File: src/rtl/mult_seq_digit.sv
// Sequential unsigned WIDTH x WIDTH multiplier that accumulates one 2x2 digit product per clock.
// Optional MULT_SEQ_ZERO_SKIP_EN: a zero operand goes straight to DONE with product 0.
module mult_seq_digit #(
    parameter int unsigned WIDTH = 8
) (
    input  logic                 clk,
    input  logic                 rst,
    input  logic                 in_valid,
    output logic                 in_ready,
    input  logic [WIDTH-1:0]     a,
    input  logic [WIDTH-1:0]     b,
    output logic                 out_valid,
    input  logic                 out_ready,
    output logic [2*WIDTH-1:0]   product
);

    localparam int unsigned D     = WIDTH / 2;
    localparam int unsigned NPAIR = D * D;
    localparam int unsigned CW    = (NPAIR > 1) ? $clog2(NPAIR) : 1;
    localparam logic [CW-1:0] LAST = CW'(NPAIR - 1);
    localparam logic [CW-1:0] DL   = CW'(D);

    typedef enum logic [1:0] {
        IDLE = 2'd0,
        RUN  = 2'd1,
        DONE = 2'd2
    } state_t;

    state_t               state, state_nx;
    logic [WIDTH-1:0]     a_q, b_q;
    logic [2*WIDTH-1:0]   acc;
    logic [CW-1:0]        cnt;

    logic [CW-1:0]        di, dj;
    logic [WIDTH-1:0]     a_sh, b_sh;
    logic [1:0]           da, db;
    logic [3:0]           pp;
    logic [2*WIDTH-1:0]   term;
    logic [2*WIDTH-1:0]   acc_nx;
    logic                 accept, zero_op;

    // digit select and 2x2 product stage; pp is consumed in the same cycle
    always_comb begin
        di     = cnt / DL;
        dj     = cnt % DL;
        a_sh   = a_q >> {di, 1'b0};
        b_sh   = b_q >> {dj, 1'b0};
        da     = a_sh[1:0];
        db     = b_sh[1:0];
        pp     = {2'b00, da} * {2'b00, db};
        term   = (2*WIDTH)'(pp) << {(di + dj), 1'b0};
        acc_nx = acc + term;
    end

    always_comb begin
        in_ready  = (state == IDLE);
        out_valid = (state == DONE);
        accept    = in_valid && in_ready;
`ifdef MULT_SEQ_ZERO_SKIP_EN
        zero_op   = (a == '0) || (b == '0);
`else
        zero_op   = 1'b0;
`endif
        state_nx  = state;
        case (state)
            IDLE: if (accept) state_nx = zero_op ? DONE : RUN;
            RUN:  if (cnt == LAST) state_nx = DONE;
            DONE: if (out_ready) state_nx = IDLE;
            default: state_nx = IDLE;
        endcase
    end

    always_ff @(posedge clk) begin
        if (rst) begin
            state   <= IDLE;
            a_q     <= '0;
            b_q     <= '0;
            acc     <= '0;
            cnt     <= '0;
            product <= '0;
        end else begin
            state <= state_nx;
            case (state)
                IDLE: if (accept) begin
                    a_q <= a;
                    b_q <= b;
                    acc <= '0;
                    cnt <= '0;
                    if (zero_op) product <= '0;
                end
                RUN: begin
                    acc <= acc_nx;
                    cnt <= cnt + 1'b1;
                    if (cnt == LAST) product <= acc_nx;
                end
                default: ;
            endcase
        end
    end

endmodule
File: config.mk
export PLATFORM = sky130hd
export DESIGN_NAME = mult_seq_digit
export DESIGN_NICKNAME = d
export VERILOG_FILES = /design/src/rtl/mult_seq_digit.sv
export SDC_FILE = /design/constraint.sdc
export NUM_CORES = 1
export LEC_CHECK = 0
export CORE_ASPECT_RATIO = 1.5
export CORE_MARGIN = 2
export CORE_UTILIZATION = 45
export CTS_BUF_LIST = sky130_fd_sc_hd__clkbuf_8
export DETAILED_ROUTE_END_ITERATION = 16
export PLACE_DENSITY = 0.69
export SYNTH_ARGS = -nofsm -noshare
export SYNTH_HDL_FRONTEND = slang
export SYNTH_SLANG_ARGS = --single-unit
File: constraint.sdc
create_clock -name clk -period 3.7 [get_ports clk]
set_input_delay 0.37 -clock clk [delete_from_list [all_inputs] [get_ports clk]]
set_output_delay 0.37 -clock clk [all_outputs]
set_load 0.02 [all_outputs]
==> out/metrics.yaml <==
yosys:
  synth_area_leaders: "dfxtp_1, ha_1, nand2_1"
  ys_seq_elements: 54
  asyncSetResetFlopFracSynth_pct: 0
  post-synth-top-area-fraction_pct: 34.4
  synth.avg_cell_area_um2: 8.01
  synthFlopType: "dfxtp_1"
  synth_enable_flop_cells: 0
  synth.net_count: 434
  synth_cell_type_count: 52
  synth.yosys.warnings: 0
  synth.yosys.seq_area_share_pct: 34.4
  synthesized_instance_count: 392
  mappedNetlistArea_um2: 3140
  most_area_hungry_cell_type_in_the_yosys_netlist: "dfxtp_1"
power_and_ir_drop:
  total_leakage_power_uw: 0.00154
  powerDensity_nw_per_um2: 273
  ir_worst_vdd_uv: 244
worst_setup_path:
  reg2reg_setup_slack_ps: 80
  worstPathArrival_ps: 3870
  criticalPathCategory: "register to register"
  critical_path_required_ps: 3960
  critical_path.reg2reg.endpoint: "product[14]"
  timing.critical_path.fanout_max: 4
  end_kind: "register"
  reg2regPathDepth: 14
  crit_path_end: "product[14]"
  regToRegStartpoint: "cnt[1]"
  critical_path.startpoint_type: "register"
  worstSetupStartpoint: "cnt[1]"
route:
  num_vias: 2950
  antenna_violating_nets_post_route: 0
  post-route-drc-count: 0
  wirelength_um: 8410
  detailedRoute.firstPassIterationCount: 4
  viasPerCell: 5.60
  first_iter_violations: 197
  wire_per_inst_um: 15.9
clock_tree:
  cts-buffers-inserted: 5
  cts_hold_repair.buffers: 0
  ctsRootBufferMaster: "clkbuf_8"
  clkSlewWorstSetupHoldPaths_ps: 100
  clock_tree.buffer_depth: 2
  cts_num_sinks: 54
  cts_tree: "done"
  clock_tree.htree_level_count: 2
  clk-insertion-delay-late_ps: 310
placed_design:
  post-dp-hpwl_um: 6190
  routability_congestion_estimate: 0.908
  io_buffers: 37
  place_worst_setup_slack_ps: -57.1
sta:
  slew_worst_pin_ps: 846
  final_hold_viol_count: 0
  period_needed_ps: 3620
  period_share_pct: 97.7
  slew_violations: 0
  max_slew_margin_pct: 43.5
  final.setup.worst_slack_ps: 83.6
  final_setup_violation_count: 0
  skew_ps: 5.16
  max_clk_rate_ghz: 0.277
die:
  core_area_um2: 6810
  start_util_pct: 46.1
  floorplan.die_area_um2: 7670
  fp-row-count: 37
  io-pin-count: 38
  dieWidth_um: 72.2
  fp.dieH_um: 106
global_route:
  grt_first_pass_wirelength_um: 13400
  grt_max_degree: 42
  grt_overflow: 0
  via_count_of_the_first_global_routing_pass: 2847
  antenna_found_initial: 0
  global_route_total_usage_across_every_layer_pct: 22.4
run:
  max_cap_viol_count: 0
layout:
  layout-drive-gt1-share_pct: 19.8
  final_core_utilization_pct: 59.8
  num_antenna_cells: 0
  area_growth_from_synthesis_to_layout_pct: 29.7
  nets: 491
outcome:
  run_status: "complete, no violations"
worst_hold_path:
  hp-class: "register to register"
-- synthesized netlist by cell type, drive strengths merged (8+ instances only) --
cell type	number
nor3	8
a21oi	45
nand2	66
xnor2	8
inv	8
nand3	16
clkbuf	15
buf	9
ha	20
o21ai	17
dfxtp	54
nor2	36
-- report_power, final --
group | switching, uW | internal (uW) | total (uW)
logic | 55.2 | 44.2 | 99.4
clock network | 195 | 217 | 412
registers | 8.04 | 592 | 600
total | 259 | 853 | 1110
-- critical path: stages, from the launching register on --
cell and delay (ps):
dfxtp_4 380, mux4_2 540, and2_4 160, ha_2 340
nand2b_1 120, nor2_1 120, a31oi_1 60, nor2b_1 270
ha_1 360, o211a_1 240, o31ai_4 100, o21a_1 210
buf_4 140, or4_4 470, nand3_2 60
-- stage by stage --
| stage | instances | cell area (um^2) | power (uW) | TNS (ps) | hold slack, ps |
|---|---|---|---|---|---|
| 6_report | 527 | 4070 | 1110 | 0 | 458 |
| 4_1_cts | 525 | 3890 | 1120 | 0 | 461 |
| 2_1_floorplan | 392 | 3140 | 669 | 0 | 430 |
| 3_3_place_gp | 517 | 3750 | 708 | -55.1 | 439 |
| 3_5_place_dp | 517 | 3750 | 710 | -184 | 447 |
| 5_1_grt | 527 | 4070 | 1150 | -233 | 481 |
-- area by class of cell --
class	instances	area (um^2)
Inverter	8	30.0
Fill cell	631	2740
Clock buffer	6	82.6
Sequential cell	54	1090
Multi-Input combinational cell	306	2100
Timing Repair Buffer	74	643
Clock inverter	1	30.0
Tap cell	78	97.6
-- how the worst min path moves through the flow --
stage | endpoint | cells after the start | from
4_1_cts | b_q[0] | 2 | b_q[0]
2_1_floorplan | acc[13] | 2 | acc[13]
3_3_place_gp | acc[13] | 2 | acc[13]
6_report | acc[13] | 2 | acc[13]
5_1_grt | a_q[3] | 2 | a_q[3]
3_5_place_dp | b_q[0] | 2 | b_q[0]
-- state kept, by name, summed over array words and instances (netlist names) --
name and cells:
a_q 8, acc 16, b_q 8, cnt 4
product 16, state 2
-- logic make-up (layout without fill, tap and decap cells) --
kind of cell / Yosys count / after routing / synth area share, %
fa+ha+maj: 22 / 22 / 9.25
mux: 7 / 7 / 3.87
xor+xnor: 13 / 13 / 3.63
buf+inv: 32 / 89 / 4.27
flops: 54 / 54 / 34.4
compound gates: 97 / 97 / 19.1
simple gates: 167 / 167 / 25.4
-- what timing repair did --
item / 4_1_cts / 5_1_grt
buffers inserted: 1 / 2
resized for setup: 4 / 38
pin swaps: 1 / 13
setup endpoints to repair: 5 / 16
-- cell usage in the layout (no fill, tap or decap), types with 4 or more instances in the layout --
cell type / synthesis / final
nand2b_1: 6 / 6
dfxtp_1: 54 / 52
a21oi_1: 44 / 41
a31oi_1: 6 / 4
o21a_1: 4 / 4
o21ai_0: 14 / 12
nand2_1: 66 / 63
inv_1: 8 / 8
ha_1: 20 / 16
xnor2_1: 8 / 7
xor2_1: 5 / 5
nor3_1: 8 / 8
buf_4: 1 / 37
clkdlybuf4s50_1: 0 / 36
o21bai_1: 4 / 4
clkbuf_8: 0 / 6
nand3_1: 16 / 15
nand3b_1: 4 / 4
mux4_2: 4 / 4
a21oi_2: 1 / 4
nor2_1: 35 / 33
nor3b_1: 4 / 4
-- layer usage --
metal	global-route usage, %	share of wire [%]	up-vias	wire length (um)
met3	2.75	2.7	23	230
met1	24.9	38	1379	3220
met4	10.9	4.5	0	378
met2	40.8	54	62	4580
met5	0	0	-	0
li1	-	-	1486	-
(Power assumes the default switching activity.)
